--- src/rtl/prbs_pkg.sv ---
`default_nettype none
// +--------------------------------------------------------------------------+
// | Package  : prbs_pkg                                                      |
// | Purpose  : Shared PRBS-31 definitions for the lane PRBS generator and    |
// |            the RX monitor: tap positions, 32-bit word step function,     |
// |            last-beat byte mask and the monitor FSM state type.           |
// | Revision : 1.0 - initial release                                         |
// +--------------------------------------------------------------------------+
package prbs_pkg;

  // The 31-bit state holds b[m] .. b[m+30] with the oldest bit at index 0,
  // so b[n] = b[n-31] ^ b[n-28] reads state bits 0 and 3.
  localparam int c_prbs31_tap_a = 0;
  localparam int c_prbs31_tap_b = 3;

  typedef enum logic [0:0] {
    HUNT   = 1'b0,
    LOCKED = 1'b1
  } prbs_mon_state_e;

  // Produce the next 32 sequence bits (word[j] is the j-th bit in time) and
  // the state after those 32 bits. Returned as {word[31:0], state[30:0]}.
  function automatic logic [62:0] prbs31_step(input logic [30:0] state);
    logic [30:0] s;
    logic [31:0] word;
    logic        nb;
    s    = state;
    word = '0;
    for (int j = 0; j < 32; j++) begin
      nb      = s[c_prbs31_tap_a] ^ s[c_prbs31_tap_b];
      word[j] = nb;
      s       = {nb, s[30:1]};
    end
    return {word, s};
  endfunction

  // Byte-enable mask for a beat carrying vldb valid bytes (0 means all four).
  function automatic logic [31:0] vldb_mask(input logic [1:0] vldb);
    logic [31:0] m;
    case (vldb)
      2'd1:    m = 32'h0000_00FF;
      2'd2:    m = 32'h0000_FFFF;
      2'd3:    m = 32'h00FF_FFFF;
      default: m = 32'hFFFF_FFFF;
    endcase
    return m;
  endfunction

endpackage
`default_nettype wire

--- src/rtl/prbs_popcount32.sv ---
`default_nettype none
// +--------------------------------------------------------------------------+
// | Module   : prbs_popcount32                                               |
// | Purpose  : Combinational population count of a 32-bit vector.           |
// | Ports    : i_data  [31:0]  vector to count                              |
// |            o_count [5:0]   number of set bits (0..32)                   |
// | Revision : 1.0 - initial release                                         |
// +--------------------------------------------------------------------------+
module prbs_popcount32 (
  input  logic [31:0] i_data,
  output logic [5:0]  o_count
);

  always_comb begin
    o_count = '0;
    for (int i = 0; i < 32; i++) begin
      o_count = o_count + {5'd0, i_data[i]};
    end
  end

endmodule
`default_nettype wire

--- src/rtl/prbs_rx_monitor.sv ---
`default_nettype none
// +--------------------------------------------------------------------------+
// | Module   : prbs_rx_monitor                                               |
// | Purpose  : PRBS-31 checker for one RX AXIS lane. Self-synchronises to    |
// |            the incoming stream (HUNT -> LOCKED), then counts errored     |
// |            bits/words and good/bad frames with saturating counters.      |
// | Ports    : rx_user_clk_i, rx_user_rst_n_i (async, active low)           |
// |            rx_data_i[31:0], rx_vldb_i[1:0], rx_valid_i, rx_last_i,       |
// |            rx_user_i, clear_i                                            |
// |            locked_o, err_o, err_bit_cnt_o, err_word_cnt_o, frame_cnt_o,  |
// |            bad_frame_cnt_o (all registered, 1 cycle after the beat)      |
// | Config   : PRBS_RX_MON_LEN_CHECK_EN - frames whose byte total differs   |
// |            from FRAME_BYTES are counted as bad.                          |
// | Revision : 1.0 - initial release                                         |
// +--------------------------------------------------------------------------+
module prbs_rx_monitor
  import prbs_pkg::*;
#(
  parameter int LOCK_CNT    = 16,
  parameter int LOSS_THRESH = 4,
  parameter int CNT_W       = 32,
  parameter int FRAME_BYTES = 1024
) (
  input  logic             rx_user_clk_i,
  input  logic             rx_user_rst_n_i,
  input  logic [31:0]      rx_data_i,
  input  logic [1:0]       rx_vldb_i,
  input  logic             rx_valid_i,
  input  logic             rx_last_i,
  input  logic             rx_user_i,
  input  logic             clear_i,
  output logic             locked_o,
  output logic             err_o,
  output logic [CNT_W-1:0] err_bit_cnt_o,
  output logic [CNT_W-1:0] err_word_cnt_o,
  output logic [CNT_W-1:0] frame_cnt_o,
  output logic [CNT_W-1:0] bad_frame_cnt_o
);

  localparam int c_match_w = $clog2(LOCK_CNT + 1);
  localparam int c_loss_w  = $clog2(LOSS_THRESH + 1);
  localparam int c_sum_w   = CNT_W + 7;

  localparam logic [c_match_w-1:0] c_match_last = c_match_w'(LOCK_CNT - 1);
  localparam logic [c_match_w-1:0] c_match_one  = {{(c_match_w-1){1'b0}}, 1'b1};
  localparam logic [c_loss_w-1:0]  c_loss_last  = c_loss_w'(LOSS_THRESH - 1);
  localparam logic [c_loss_w-1:0]  c_loss_one   = {{(c_loss_w-1){1'b0}}, 1'b1};
  localparam logic [CNT_W-1:0]     c_cnt_one    = {{(CNT_W-1){1'b0}}, 1'b1};

  // ---------------------------------------------------------------- state
  prbs_mon_state_e        r_state, w_state_nxt;
  logic [30:0]            r_lfsr, w_lfsr_nxt;
  logic                   r_seed_ok, w_seed_ok_nxt;
  logic [c_match_w-1:0]   r_match_cnt, w_match_nxt;
  logic [c_loss_w-1:0]    r_loss_cnt, w_loss_nxt;
  logic                   r_err, w_err_nxt;
  logic [CNT_W-1:0]       r_err_bit_cnt, r_err_word_cnt, r_frame_cnt, r_bad_frame_cnt;

  // ---------------------------------------------------------------- compare
  logic [62:0] w_step;
  logic [31:0] w_pred, w_mask, w_diff;
  logic [30:0] w_lfsr_run;
  logic        w_partial, w_mismatch;
  logic [5:0]  w_diff_bits;

  assign w_step     = prbs31_step(r_lfsr);
  assign w_pred     = w_step[62:31];
  assign w_lfsr_run = w_step[30:0];
  assign w_partial  = rx_last_i && (rx_vldb_i != 2'd0);
  assign w_mask     = w_partial ? vldb_mask(rx_vldb_i) : 32'hFFFF_FFFF;
  assign w_diff     = (rx_data_i ^ w_pred) & w_mask;
  assign w_mismatch = |w_diff;

  prbs_popcount32 u_popcount (
    .i_data  (w_diff),
    .o_count (w_diff_bits)
  );

  // ---------------------------------------------------------------- FSM
  always_ff @(posedge rx_user_clk_i or negedge rx_user_rst_n_i) begin
    if (!rx_user_rst_n_i) begin
      r_state     <= HUNT;
      r_lfsr      <= '0;
      r_seed_ok   <= 1'b0;
      r_match_cnt <= '0;
      r_loss_cnt  <= '0;
      r_err       <= 1'b0;
    end else begin
      r_state     <= w_state_nxt;
      r_lfsr      <= w_lfsr_nxt;
      r_seed_ok   <= w_seed_ok_nxt;
      r_match_cnt <= w_match_nxt;
      r_loss_cnt  <= w_loss_nxt;
      r_err       <= w_err_nxt;
    end
  end

  always_comb begin
    w_state_nxt   = r_state;
    w_lfsr_nxt    = r_lfsr;
    w_seed_ok_nxt = r_seed_ok;
    w_match_nxt   = r_match_cnt;
    w_loss_nxt    = r_loss_cnt;
    w_err_nxt     = 1'b0;
    if (rx_valid_i) begin
      case (r_state)
        HUNT: begin
          if (!w_partial) begin
            // Every full beat loads the state from the data; on a match this
            // equals the free-running prediction, so one load serves both.
            w_lfsr_nxt    = rx_data_i[31:1];
            w_seed_ok_nxt = 1'b1;
            if (r_seed_ok && !w_mismatch) begin
              if (r_match_cnt == c_match_last) begin
                w_state_nxt = LOCKED;
                w_match_nxt = '0;
                w_loss_nxt  = '0;
              end else begin
                w_match_nxt = r_match_cnt + c_match_one;
              end
            end else begin
              w_match_nxt = '0;
            end
          end else begin
            // A partial beat cannot provide 31 seed bits: restart the hunt.
            w_lfsr_nxt    = w_lfsr_run;
            w_seed_ok_nxt = 1'b0;
            w_match_nxt   = '0;
          end
        end
        LOCKED: begin
          w_lfsr_nxt = w_lfsr_run;
          if (w_mismatch) begin
            w_err_nxt = 1'b1;
            if (r_loss_cnt == c_loss_last) begin
              // The free-running state stays valid, so the hunt can keep
              // comparing against it rather than waiting for a new seed.
              w_state_nxt = HUNT;
              w_match_nxt = '0;
              w_loss_nxt  = '0;
            end else begin
              w_loss_nxt = r_loss_cnt + c_loss_one;
            end
          end else begin
            w_loss_nxt = '0;
          end
        end
        default: w_state_nxt = HUNT;
      endcase
    end
  end

  // ---------------------------------------------------------------- frames
  logic w_frame_end, w_len_bad;
  assign w_frame_end = rx_valid_i && rx_last_i;

`ifdef PRBS_RX_MON_LEN_CHECK_EN
  // Wide enough that the saturated value is always above FRAME_BYTES.
  localparam int c_len_w = $clog2(FRAME_BYTES + 4) + 1;

  logic [c_len_w-1:0] r_byte_cnt, w_byte_total;
  logic [c_len_w:0]   w_byte_sum;
  logic [2:0]         w_beat_bytes;

  assign w_beat_bytes = w_partial ? {1'b0, rx_vldb_i} : 3'd4;
  assign w_byte_sum   = {1'b0, r_byte_cnt} + (c_len_w + 1)'(w_beat_bytes);
  assign w_byte_total = w_byte_sum[c_len_w] ? '1 : w_byte_sum[c_len_w-1:0];
  assign w_len_bad    = (w_byte_total != c_len_w'(FRAME_BYTES));

  always_ff @(posedge rx_user_clk_i or negedge rx_user_rst_n_i) begin
    if (!rx_user_rst_n_i) begin
      r_byte_cnt <= '0;
    end else if (rx_valid_i) begin
      r_byte_cnt <= rx_last_i ? '0 : w_byte_total;
    end
  end
`else
  logic w_unused_frame_bytes;
  assign w_unused_frame_bytes = (FRAME_BYTES != 0);
  assign w_len_bad            = 1'b0;
`endif

  // ---------------------------------------------------------------- counters
  logic [c_sum_w-1:0] w_bit_sum;
  logic [CNT_W-1:0]   w_bit_sat;

  assign w_bit_sum = {7'd0, r_err_bit_cnt} + {{(c_sum_w-6){1'b0}}, w_diff_bits};
  assign w_bit_sat = (w_bit_sum[c_sum_w-1:CNT_W] != '0) ? '1 : w_bit_sum[CNT_W-1:0];

  always_ff @(posedge rx_user_clk_i or negedge rx_user_rst_n_i) begin
    if (!rx_user_rst_n_i) begin
      r_err_bit_cnt   <= '0;
      r_err_word_cnt  <= '0;
      r_frame_cnt     <= '0;
      r_bad_frame_cnt <= '0;
    end else if (clear_i) begin
      r_err_bit_cnt   <= '0;
      r_err_word_cnt  <= '0;
      r_frame_cnt     <= '0;
      r_bad_frame_cnt <= '0;
    end else begin
      if (w_err_nxt) begin
        r_err_bit_cnt <= w_bit_sat;
        if (!(&r_err_word_cnt)) r_err_word_cnt <= r_err_word_cnt + c_cnt_one;
      end
      if (w_frame_end) begin
        if (rx_user_i || w_len_bad) begin
          if (!(&r_bad_frame_cnt)) r_bad_frame_cnt <= r_bad_frame_cnt + c_cnt_one;
        end else begin
          if (!(&r_frame_cnt)) r_frame_cnt <= r_frame_cnt + c_cnt_one;
        end
      end
    end
  end

  assign locked_o        = (r_state == LOCKED);
  assign err_o           = r_err;
  assign err_bit_cnt_o   = r_err_bit_cnt;
  assign err_word_cnt_o  = r_err_word_cnt;
  assign frame_cnt_o     = r_frame_cnt;
  assign bad_frame_cnt_o = r_bad_frame_cnt;

endmodule
`default_nettype wire

--- config.mk ---
export PLATFORM = sky130hd
export DESIGN_NAME = prbs_rx_monitor
export DESIGN_NICKNAME = d
export VERILOG_FILES = /design/src/rtl/prbs_pkg.sv /design/src/rtl/prbs_popcount32.sv /design/src/rtl/prbs_rx_monitor.sv
export SDC_FILE = /design/constraint.sdc
export NUM_CORES = 1
export LEC_CHECK = 0
export BUFFER_PORTS_ARGS = -buffer_cell sky130_fd_sc_hd__buf_2
export CORE_UTILIZATION = 58
export CTS_BUF_LIST = sky130_fd_sc_hd__clkbuf_4 sky130_fd_sc_hd__clkbuf_8 sky130_fd_sc_hd__clkbuf_16
export DETAILED_ROUTE_END_ITERATION = 16
export PLACE_DENSITY = 0.81
export RECOVER_POWER = 50
export SLEW_MARGIN = 20
export SYNTH_ARGS = -nofsm -noshare
export SYNTH_HDL_FRONTEND = slang
export SYNTH_SLANG_ARGS = --single-unit
--- constraint.sdc ---
create_clock -name rx_user_clk_i -period 10.1 [get_ports rx_user_clk_i]
set_input_delay 1.01 -clock rx_user_clk_i [delete_from_list [all_inputs] [get_ports rx_user_clk_i]]
set_output_delay 1.01 -clock rx_user_clk_i [all_outputs]
set_load 0.1 [all_outputs]
==> out/results.txt <==
Slew HR: -2.57
Synth top area share: 0.374
Setup violations, final: 0
CP startpoint: rx_vldb_i[1]
Area growth syn-to-layout: 12.4%
fmax: 120 MHz
worst min-delay path class: flip-flop to flip-flop
Vias: 9607
Port Buffers: 169
YS warnings: 0
1st-pass router iterations: 5
Setup TNS Final: 0 ns
Final min period: 8.33 ns
layout cells sized above 1: 0.110
largest net degree at the start of global routing: 99
Die X: 142 um
routed wl met2: 13200 um
Highest Signal Layer: met4
unrepaired setup endpoints after global routing: false
ys async rst share: 1.00
crit-path max FO: 7
prevailing post-synth register cell: dfrtp_1
Placer Congestion: 0.908
Die Area: 20200 um^2
Top cell by count, worst path: fa_1
status: finished with violations
number of global-route vias before repair: 9226
CTS Hold Bufs: 0
Hold Startpoint: r_match_cnt[1]$_DFFE_PN0P_
met3 WL: 1480 um
Setup Skew: 0.0119 ns
Syn Nets: 1297
Clock Tree Root: clkbuf_16
CP required: 10.42 ns
failing checks: capacitance limit, slew limit
commonest non-fill, non-tap cell in the layout: dfrtp_1
Die H: 142 um
Worst-path clk slew: 0.06 ns
CP arrival: 8.65 ns
reg2reg start: r_lfsr[0]$_DFFE_PN0P_
period utilization: 0.824
Yosys top cell by area: dfrtp_1
Final Hold Fails: 0
element type at the critical path start: input pin
final WL: 27400 um
initial antenna violation count: 0
critical setup path kind: input pin to flip-flop
clk sinks: 170
# IOs: 170
Post-Syn Instances: 1209
# diodes: 0
Residual DRC: 0
Initial Utilization: 0.600
CTS tree: built
All-Layer GR Usage: 0.284
Netlist Area Pre-Place: 11400 um^2
max cap viols: 2
Worst Tran Pin Value: 5.36 ns
Slew Limit Fails: 143
post-DP HPWL: 19100 um
CTS resizes: 0
core area: 19000 um^2
Setup Buffers After CTS: 0
1st-iter DRT viols: 640
#FFs+latches synth: 170
NumNets Final: 1427
first-pass GRT wire length: 45900 um
mean post-synth cell area: 9.41 um^2
most frequent cells in the layout: dfrtp_1, clkbuf_1, nor2_1
Rows: 50
Met1 Wirelength: 12400 um
cts bufs inserted: 17
post-synthesis sequential area ratio: 0.374
clock latency on the worst-skew pair: 0.43 ns
Worst setup EP type: flip-flop
crit path max-delay cell type: or4_1
Synth area leaders: dfrtp_1, xnor2_1, mux2_2, fa_1, nor2_1
Post-synth EDFFs: 0
crit-path max cell delay: 0.61 ns
Antenna Violating Nets Remaining: 0
Vias per Instance: 5.96
H-tree Lvls: 4
GR Overflow Total: 0
Unique masters post-synth: 67
wire per inst: 17.0 um
Longest Clk Path Bufs: 2
final cells by class:
| class | count | area [um^2] |
|---|---|---|
| multi-input cells | 913 | 6620 |
| fillers | 1582 | 6160 |
| flip-flops and latches | 170 | 4250 |
| repair buffers | 180 | 768 |
| clock buffers | 21 | 474 |
| well taps | 260 | 325 |
| inverters | 57 | 214 |
| clock inverters | 11 | 134 |
per-layer routing:
metal  track usage  vias up
li1              -     4568
met2         0.469      282
met4        0.0685        0
met1         0.394     4727
met5             0        -
met3        0.0437       30
kinds of logic (layout without fill, tap and decap cells):
kind of cell    count (synthesis)  count (layout)  share of synthesized area
xor+xnor                      127             127                      0.121
simple gates                  482             482                      0.219
compound gates                202             202                      0.119
mux                            54              54                     0.0526
fa+ha+maj                      48              48                     0.0693
buf+inv                       126             269                     0.0453
flops                         170             170                      0.374
cell usage after synthesis, drive strengths merged, types with 7 or more instances:
| cell type | number |
|---|---|
| nor2b | 22 |
| nand2 | 93 |
| inv | 57 |
| and2 | 9 |
| and3 | 25 |
| mux2i | 8 |
| clkbuf | 47 |
| o31ai | 8 |
| o21a | 12 |
| or3 | 13 |
| fa | 25 |
| or4 | 14 |
| xnor2 | 67 |
| o211ai | 10 |
| mux2 | 46 |
| dfrtp | 170 |
| and4 | 14 |
| o21ai | 54 |
| nor3 | 27 |
| o31a | 10 |
| xnor3 | 16 |
| nand3 | 54 |
| or2 | 7 |
| a21oi | 44 |
| xor2 | 42 |
| nand4 | 30 |
| nor3b | 8 |
| nor2 | 118 |
| nor4 | 33 |
| buf | 22 |
| a31oi | 10 |
| ha | 23 |
flip-flops by register name, summed over array words and instances, names as in the netlist:
| register | count |
|---|---|
| r_seed_ok | 1 |
| err_bit_cnt_o | 32 |
| bad_frame_cnt_o | 32 |
| err_word_cnt_o | 32 |
| r_match_cnt | 5 |
| err_o | 1 |
| r_lfsr | 31 |
| frame_cnt_o | 32 |
| r_loss_cnt | 3 |
| locked_o | 1 |
critical path: cells and delay by family:
| family | cells | cell delay [ns] |
|---|---|---|
| buf+inv | 7 | 0.48 |
| fa+ha+maj | 10 | 4.19 |
| simple gates | 6 | 1.86 |
| compound gates | 5 | 1.00 |
| xor+xnor | 1 | 0.09 |
stage by stage:
stage               setup WS [ns]  area [um^2]  hold WS (ns)  instances   util
detailed placement           1.38        12300         0.517       1579  0.651
CTS                          1.79        13000         0.535       1611  0.683
global route                 1.37        12800         0.561       1612  0.675
global placement             1.54        12300         0.498       1579  0.651
floorplan                    1.97        11400         0.476       1209      -
finish                       1.77        12800         0.524       1612  0.675
path summary, 6_finish.rpt:
| check | endpoint | slack, ns | depth (start not counted) |
|---|---|---|---|
| hold reg to reg | r_match_cnt[1]$_DFFE_PN0P_ | 0.52 | 2 |
| max in group asynchronous | r_loss_cnt[0]$_DFFE_PN0P_ | 4.52 | 1 |
| setup / recovery | err_bit_cnt_o[7]$_DFFE_PN0P_ | 1.77 | 29 |
| setup reg to reg | err_bit_cnt_o[7]$_DFFE_PN0P_ | 2.07 | 28 |
| hold / removal | r_match_cnt[1]$_DFFE_PN0P_ | 0.52 | 2 |
| min in group asynchronous | r_lfsr[10]$_DFFE_PN0P_ | 2.52 | 1 |
Power is left out: the tool's default activity adds up to more than one toggle a clock period on the data nets, which glitch-free logic cannot reach.
